## config.mk

```make
export PLATFORM = sky130hd
export DESIGN_NAME = simd_instr_receiver
export DESIGN_NICKNAME = d
export VERILOG_FILES = /design/src/rtl/simd_instr_receiver.sv
export SDC_FILE = /design/constraint.sdc
export NUM_CORES = 1
export LEC_CHECK = 0
export ABC_AREA = 1
export ABC_CLOCK_PERIOD_IN_PS = 2100
export CORE_ASPECT_RATIO = 1.2
export CORE_UTILIZATION = 50
export CTS_CLUSTER_DIAMETER = 200
export DETAILED_ROUTE_END_ITERATION = 10
export HOLD_SLACK_MARGIN = 0.12
export PLACE_DENSITY = 0.82
export REMOVE_ABC_BUFFERS = 1
export SLEW_MARGIN = 0
export SYNTH_ARGS = -nofsm -noshare
export SYNTH_HDL_FRONTEND = slang
export SYNTH_SLANG_ARGS = --single-unit
```

## constraint.sdc

```tcl
create_clock -name i_clk -period 2.1 [get_ports i_clk]
set_clock_uncertainty 0.05 [all_clocks]
set_input_delay 0.21 -clock i_clk [delete_from_list [all_inputs] [get_ports i_clk]]
set_output_delay 0.21 -clock i_clk [all_outputs]
set_load 0.02 [all_outputs]
```

## src/rtl/simd_instr_receiver.sv

```systemverilog
`timescale 1ns/1ps
// ---------------------------------------------------------------------------
// simd_instr_receiver
//   Collects a four-instruction command from an issuer, then launches a SIMD
//   datapath and reports completion back to the issuer.
//     LD    -> operand A address   (o_addr_0)
//     LD    -> operand B address   (o_addr_1)
//     INFO  -> {count, op}         (o_count upper half, o_op lower half)
//     STORE -> result address      (o_wr_addr)
//   Each accepted instruction is acknowledged with a one-cycle o_ack in the
//   cycle after capture. A nonzero opcode arriving out of order aborts the
//   command with a one-cycle o_err and clears the captured fields.
//   After launch, the block waits in EXEC for i_done, bounded by DONE_TIMEOUT
//   cycles (0 = no bound). On timeout it pulses o_err and still finishes.
//
// Ports
//   i_clk      sole clock, rising edge
//   i_rstn     asynchronous active-low reset
//   i_en       issuer enable/select strobe, sampled in IDLE only
//   i_instr    instruction {opcode, payload}; opcode 0 = no instruction
//   i_ack      issuer acknowledge of o_finish, sampled in FINISH only
//   i_done     datapath completion pulse, sampled in EXEC only
//   o_ack      one-cycle acknowledge per accepted instruction
//   o_busy     processor reserved (every state except IDLE)
//   o_finish   command complete, held until i_ack
//   o_start    one-cycle datapath launch pulse
//   o_err      one-cycle protocol/timeout error pulse
//   o_addr_0 / o_addr_1 / o_wr_addr / o_count / o_op   captured command
// ---------------------------------------------------------------------------
package simd_instr_pkg;
   localparam int unsigned ADDR_W  = 16;
   localparam int unsigned COUNT_W = 8;
   localparam int unsigned OP_W    = 8;

   typedef enum logic [1:0] {
      INSTR_NONE  = 2'd0,
      INSTR_LD    = 2'd1,
      INSTR_INFO  = 2'd2,
      INSTR_STORE = 2'd3
   } opcode_t;

   // INFO payload carries {count, op}, so it must exactly fill an address.
   typedef struct packed {
      opcode_t           opcode;
      logic [ADDR_W-1:0] payload;
   } instr_t;

   typedef struct packed {
      logic [ADDR_W-1:0]  addr_0;
      logic [ADDR_W-1:0]  addr_1;
      logic [ADDR_W-1:0]  wr_addr;
      logic [COUNT_W-1:0] count;
      logic [OP_W-1:0]    op;
   } cmd_info_t;
endpackage

module simd_instr_receiver
   import simd_instr_pkg::*;
#(
   parameter int unsigned DONE_TIMEOUT = 1024
) (
   input  logic                       i_clk,
   input  logic                       i_rstn,
   input  logic                       i_en,
   input  logic [$bits(instr_t)-1:0]  i_instr,
   input  logic                       i_ack,
   input  logic                       i_done,
   output logic                       o_ack,
   output logic                       o_busy,
   output logic                       o_finish,
   output logic                       o_start,
   output logic [ADDR_W-1:0]          o_addr_0,
   output logic [ADDR_W-1:0]          o_addr_1,
   output logic [ADDR_W-1:0]          o_wr_addr,
   output logic [COUNT_W-1:0]         o_count,
   output logic [OP_W-1:0]            o_op,
   output logic                       o_err
);

   // A zero timeout still needs a 1-bit counter to keep the logic legal.
   localparam int unsigned     CNT_W  = (DONE_TIMEOUT == 0) ? 1 : $clog2(DONE_TIMEOUT + 1);
   localparam logic [CNT_W-1:0] TO_VAL = CNT_W'(DONE_TIMEOUT);
   localparam bit              TO_EN  = (DONE_TIMEOUT != 0);

   typedef enum logic [2:0] {
      IDLE,
      WAIT_LD1,
      WAIT_LD2,
      WAIT_INFO,
      WAIT_STORE,
      LAUNCH,
      EXEC,
      FINISH
   } state_t;

   state_t           state, state_nxt;
   cmd_info_t        info, info_nxt;
   logic [CNT_W-1:0] cnt, cnt_nxt, cnt_inc;
   logic             ack_nxt, err_nxt, proto_err;
   instr_t           instr;

   assign instr   = instr_t'(i_instr);
   assign cnt_inc = (cnt == '1) ? cnt : cnt + CNT_W'(1);

   always_comb begin
      state_nxt = state;
      info_nxt  = info;
      cnt_nxt   = cnt;
      ack_nxt   = 1'b0;
      err_nxt   = 1'b0;
      proto_err = 1'b0;

      unique case (state)
         IDLE: begin
            if (i_en) state_nxt = WAIT_LD1;
         end
         WAIT_LD1: begin
            if (instr.opcode == INSTR_LD) begin
               info_nxt.addr_0 = instr.payload;
               ack_nxt         = 1'b1;
               state_nxt       = WAIT_LD2;
            end else if (instr.opcode != INSTR_NONE) begin
               proto_err = 1'b1;
            end
         end
         WAIT_LD2: begin
            if (instr.opcode == INSTR_LD) begin
               info_nxt.addr_1 = instr.payload;
               ack_nxt         = 1'b1;
               state_nxt       = WAIT_INFO;
            end else if (instr.opcode != INSTR_NONE) begin
               proto_err = 1'b1;
            end
         end
         WAIT_INFO: begin
            if (instr.opcode == INSTR_INFO) begin
               {info_nxt.count, info_nxt.op} = instr.payload;
               ack_nxt   = 1'b1;
               state_nxt = WAIT_STORE;
            end else if (instr.opcode != INSTR_NONE) begin
               proto_err = 1'b1;
            end
         end
         WAIT_STORE: begin
            if (instr.opcode == INSTR_STORE) begin
               info_nxt.wr_addr = instr.payload;
               ack_nxt          = 1'b1;
               state_nxt        = LAUNCH;
            end else if (instr.opcode != INSTR_NONE) begin
               proto_err = 1'b1;
            end
         end
         LAUNCH: begin
            cnt_nxt   = '0;
            state_nxt = EXEC;
         end
         EXEC: begin
            // cnt_inc counts completed EXEC cycles; i_done wins over a
            // simultaneous timeout.
            cnt_nxt = cnt_inc;
            if (i_done) begin
               state_nxt = FINISH;
            end else if (TO_EN && (cnt_inc == TO_VAL)) begin
               err_nxt   = 1'b1;
               state_nxt = FINISH;
            end
         end
         FINISH: begin
            if (i_ack) state_nxt = IDLE;
         end
         default: state_nxt = IDLE;
      endcase

      if (proto_err) begin
         err_nxt   = 1'b1;
         info_nxt  = '0;
         state_nxt = IDLE;
      end
   end

   // Status outputs are registered from the next state so they line up with
   // the state they describe, without combinational paths to the issuer.
   always_ff @(posedge i_clk or negedge i_rstn) begin
      if (!i_rstn) begin
         state    <= IDLE;
         info     <= '0;
         cnt      <= '0;
         o_ack    <= 1'b0;
         o_err    <= 1'b0;
         o_busy   <= 1'b0;
         o_start  <= 1'b0;
         o_finish <= 1'b0;
      end else begin
         state    <= state_nxt;
         info     <= info_nxt;
         cnt      <= cnt_nxt;
         o_ack    <= ack_nxt;
         o_err    <= err_nxt;
         o_busy   <= (state_nxt != IDLE);
         o_start  <= (state_nxt == LAUNCH);
         o_finish <= (state_nxt == FINISH);
      end
   end

   assign o_addr_0  = info.addr_0;
   assign o_addr_1  = info.addr_1;
   assign o_wr_addr = info.wr_addr;
   assign o_count   = info.count;
   assign o_op      = info.op;

endmodule

```

## After elaboration in Yosys (flattened, before gate mapping)

Index checks and enable logic that the tools add are counted.

- Output and inout port bits: 69
- Logic and storage cells: 76
- Input port bits: 23
- Register bits after elaboration: 83

- Reduce and logical (&&, ||, !) cells: 16
- Add/subtract/negate cells: 1
- Multiplexer cells: 33
- Eq/ne operators: 14

Operators by type and width:

| cell | count |
|---|---|
| 16-bit 2-to-1 mux | 7 |
| 64-bit 2-to-1 mux | 1 |
| 3-bit 2-to-1 mux | 9 |
| 3-bit case mux with 8 select lines | 1 |
| 11-bit equality test (second input constant) | 2 |
| 11-bit case mux with 2 select lines | 1 |
| 3-bit equality test (second input constant) | 6 |
| 2-bit nonzero test | 9 |
| 11-bit by 1-bit adder with 11-bit output (second input constant) | 1 |
| 1-bit 2-to-1 mux | 11 |
| 11-bit 2-to-1 mux | 1 |
| 2-bit AND reduction | 4 |
| 3-bit by 2-bit equality test with 1-bit output (second input constant) | 2 |
| 1-bit case mux with 3 select lines | 2 |
| 2-bit equality test (second input constant) | 2 |
| 3-bit by 1-bit equality test with 1-bit output (second input constant) | 1 |
| 3-bit zero test | 1 |
| 3-bit nonzero test | 1 |
| 2-bit by 1-bit equality test with 1-bit output (second input constant) | 1 |
| 2-bit OR reduction | 1 |

## Longest topological paths before layout

- Word-level depth: 8
- Gate-level depth with buffers: 14
- Depth with buffers taken out: 14

## Worst setup path after synthesis

No wires, ideal clock.

- Kind: reg2reg
- Start: reg cnt[1]
- End: reg o_start
- Data required time: 1.978 ns
- Arrival time: 1.721 ns
- Clock period less this slack: 1.842 ns
- Library setup time: 0.072 ns
- Path buffers: 0
- Stages on the path, launching flop included: 15
- Setup slack: 0.258 ns
- Cells stage by stage: dfrtp_1 -> ha_1 -> nand2_1 -> nor2_1 -> nand3_1 -> inv_1 -> nor2_1 -> nand3_1 -> nor2_1 -> nand3_1 -> nand2_1 -> nand2_1 -> nand2_1 -> nand2_1 -> nor2_1

- Cells in the longest elaborated chain, start to end: 8
- Elaborated cells on any way between the ends: 9
- Those cells by class: 1 x add/sub; 3 x eq/ne; 5 x mux

RTL lines:

| what | RTL line | RTL |
|---|---|---|
| from (decl) | 98 | `logic [CNT_W-1:0] cnt, cnt_nxt, cnt_inc;` |
| from (signal assigned) | 196 | `cnt <= cnt_nxt;` |
| 11-bit by 1-bit adder with 11-bit output or 11-bit equality test (tied branches) | 103 | `assign cnt_inc = (cnt == '1) ? cnt : cnt + CNT_W'(1);` |
| 11-bit 2-to-1 mux * | 103 |  |
| 11-bit equality test * | 163 | `end else if (TO_EN && (cnt_inc == TO_VAL)) begin` |
| 3-bit 2-to-1 mux * | 163 |  |
| 3-bit 2-to-1 mux * | 161 | `if (i_done) begin` |
| 3-bit case mux with 8 select lines * | 113 | `unique case (state)` |
| 3-bit 2-to-1 mux * | 174 | `if (proto_err) begin` |
| 3-bit equality test * | 200 | `o_start <= (state_nxt == LAUNCH);` |
| to (signal assigned) | 200 |  |
| to (decl) | 71 | `output logic o_start,` |

Every way passes the cells marked *; elsewhere a longest branch is shown, timed or not.
A chain may end at the register's enable or synchronous reset.

## Worst setup path after layout

- Start: reg cnt[0]
- End: reg o_start

Same word-level chain as after synthesis.

==> flow_summary.ini <==
[pwr]
p_leak_nw = 2.69
p_sw_share_pct = 42.1
pwr-share-comb_pct = 51.3
powerDensity_nw_per_um2 = 1440
power_frac_clock_pct = 15.2
irDropWorstVdd_mv = 0.993
p_int_mw = 4.45
p_seq_share_pct = 33.4
p_switching_mw = 3.23

[routing]
ant_nets = 0
drt-met1-wl_microns = 4270
totalWireLength_microns = 10700
routed.top_layer = met4
dr_wl_met2_microns = 5340
dr.pass1.iters = 5
vias_per_cell = 5.45
met3RoutedLength_microns = 956
drc = 0
drt-wirelength-per-cell_microns = 15.6
drt_iter0_drc = 269
vias = 3756

[grt]
antenna_found_initial = 0
first_global_vias = 3636
grt_overflow = 0
grt_pass1_wl_microns = 17300
grt_use_total_pct = 28.4
grt_max_degree = 51

[synthesis]
postSynthCellCount = 478
ys.flop_type = dfrtp_1
mappedNetlistArea_sq_um = 3870
async_flop_share_pct = 100
yosysSeqAreaShare_pct = 53.7
synthDistinctLibCells = 30
yosysWarnings = 0
avgSynthCellArea_sq_um = 8.09
synth_seq_cells = 83
synth-edff-count = 0

[timing]
worst_pin_slew_ns = 0.484
maxSlewHeadroom_pct = 67.7
hold_viol = 0
setup_viol = 0
worst_slack_ns = 0.131
max_freq_ghz = 0.508
finalWorstPathRequiredPeriod_ns = 1.97
final.setup.tns_ns = 0
hold_slack_ns = 0.283
slew_viol_final = 0
period_share_pct = 93.7

[clock_tree]
clk_latency_ns = 0.36
clk_pin_slew_ns = 0.09
h-tree-depth = 3
cts_tree = done
cts-root-buf = clkbuf_8
cts_buffer_depth = 2
cts-buffers-inserted = 9
clock_sinks = 83

[cells_and_area]
multiInputGateArea_sq_um = 1570
seqCellArea_sq_um = 2080
final_common_cell = nand2_1
drive_gt1_share_pct = 11.9
area_delta_synth_final_pct = 38.2
layout_common_cells = 164 x nand2_1, 90 x clkdlybuf4s50_1, 82 x dfrtp_1, 78 x nand3_1, 39 x inv_1
n_antenna_cell = 0
nets = 623
fill_cells = 540
final_util_pct = 72.6

[setup_path]
cp.arrival_ns = 2.22
path_cells = ha_2 > nand2_2 > buf_6 > o21bai_1 > nand2_1 > nor2_2 > nand3_1 > nor2_1 > nand3_1 > nand2_1 > nand2_1 > nand2_1 > nand2_2 > nor2_2
crit_family = simple AND/OR/NAND/NOR gates
slowest_stage = dfrtp_1
path_class = reg -> reg
critPathCaptureType = flop
cp.required_ns = 2.35
path_common_cell = nand2_1
worst_setup_path_start_kind = flop
cp_max_fo = 3
max_stage_delay_ns = 0.38
worst-path-buf-inv = 1

[run]
drv_cap = 0

[place]
pre_cts_slack_ns = -0.150
place_congestion = 0.889
dp.final_hpwl_microns = 7300
port_buffers = 91

[status]
status = complete, no violations

[floorplanning]
rows = 34
fp.coreArea_sq_um = 7360
pin_count = 92
start_util_pct = 52.5
design.die.area_sq_um = 8090
die_w_microns = 82.3
die_height_microns = 98.3

[worst_hold_path]
min_path_type = in -> async
-- path summary, 6_finish.rpt --
| kind | end | startpoint | slack [ns] | depth (start not counted) |
|---|---|---|---|---|
| worst max-delay path | o_start | cnt[0] | 0.13 | 14 |
| worst min-delay path | cnt[4] | i_rstn | 0.28 | 2 |
| worst max register to register | o_start | cnt[0] | 0.13 | 14 |
| worst min register to register | o_addr_0[0] | o_addr_0[0] | 0.46 | 2 |
| max in group asynchronous | cnt[1] | i_rstn | 1.06 | 3 |
| min in group i_clk | o_err | i_done | 0.43 | 2 |
-- metal layers --
layer | up-vias | global-route usage, %
met5 | - | 0
li1 | 1753 | -
met3 | 25 | 8.79
met2 | 175 | 45.7
met4 | 0 | 9.31
met1 | 1803 | 35.9
-- cell usage after synthesis (2+ instances only) --
| cell type | n | area (sq um) |
|---|---|---|
| nor2_1 | 40 | 150 |
| nand2_1 | 167 | 627 |
| buf_4 | 4 | 30.0 |
| o21ai_0 | 15 | 75.1 |
| nand3_1 | 79 | 395 |
| clkinv_1 | 2 | 7.51 |
| inv_1 | 42 | 158 |
| ha_1 | 5 | 62.6 |
| a21oi_1 | 5 | 25.0 |
| o22ai_1 | 4 | 25.0 |
| clkbuf_1 | 5 | 18.8 |
| o31ai_1 | 2 | 15.0 |
| nand4_1 | 2 | 12.5 |
| nand2_2 | 3 | 18.8 |
| dfrtp_1 | 83 | 2080 |
| buf_6 | 6 | 67.6 |
-- layout make-up --
| class | count | share of cell area (%) |
|---|---|---|
| clock inverter | 5 | 1.17 |
| inverter | 45 | 3.16 |
| clock buffer | 10 | 2.58 |
| sequential | 83 | 38.9 |
| timing repair buffer | 123 | 22.8 |
| multi-input combinational | 333 | 29.3 |
| tap | 90 | 2.11 |
-- state kept, by name, indices dropped and copies added, names as in the netlist --
name / cells
cnt: 11
o_ack: 1
o_addr_0: 16
o_addr_1: 16
o_busy: 1
o_count: 8
o_err: 1
o_finish: 1
o_op: 8
o_start: 1
o_wr_addr: 16
state: 3
-- worst register-to-register path: stages (launching register included) --
cell and delay [ns]:
dfrtp_1 0.38, ha_2 0.21, nand2_2 0.08, buf_6 0.13, o21bai_1 0.13, nand2_1 0.08
nor2_2 0.13, nand3_1 0.10, nor2_1 0.11, nand3_1 0.12, nand2_1 0.09, nand2_1 0.06
nand2_1 0.07, nand2_2 0.08, nor2_2 0.10
-- logic make-up after synthesis --
family	share of synthesized area (%)
AO/OA/AOI/OAI	4.56
XOR/XNOR	0.227
buffers and inverters	7.60
AND/OR/NAND/NOR	32.3
adder cells (fa/ha/maj)	1.62
flip-flops	53.7
-- power groups by stage --
stage	sequential, mW	combinational [mW]	clock, mW
2_1_floorplan	3.19	1.26	0
3_3_place_gp	2.56	3.76	0
3_5_place_dp	2.56	3.85	0
4_1_cts	2.55	3.88	1.18
5_1_grt	2.63	4.24	1.25
6_report	2.57	3.94	1.17
-- per-stage QoR --
stage | cells | area (sq um) | total power, mW
2_1_floorplan | 461 | 3740 | 4.45
3_5_place_dp | 670 | 5030 | 6.42
4_1_cts | 686 | 5250 | 7.61
5_1_grt | 689 | 5340 | 8.12
3_3_place_gp | 670 | 5030 | 6.32
6_report | 689 | 5340 | 7.68
-- what timing repair did --
action / in CTS / in global routing
endpoints found under the setup margin: 2 / 68
resized for setup: 1 / 25
hold endpoints to repair: 33 / 0
cloned: 0 / 0
pin swaps: 0 / 10
hold buffers: 1 / 0
buffers inserted: 0 / 3
Power figures use the tool's default switching activity.
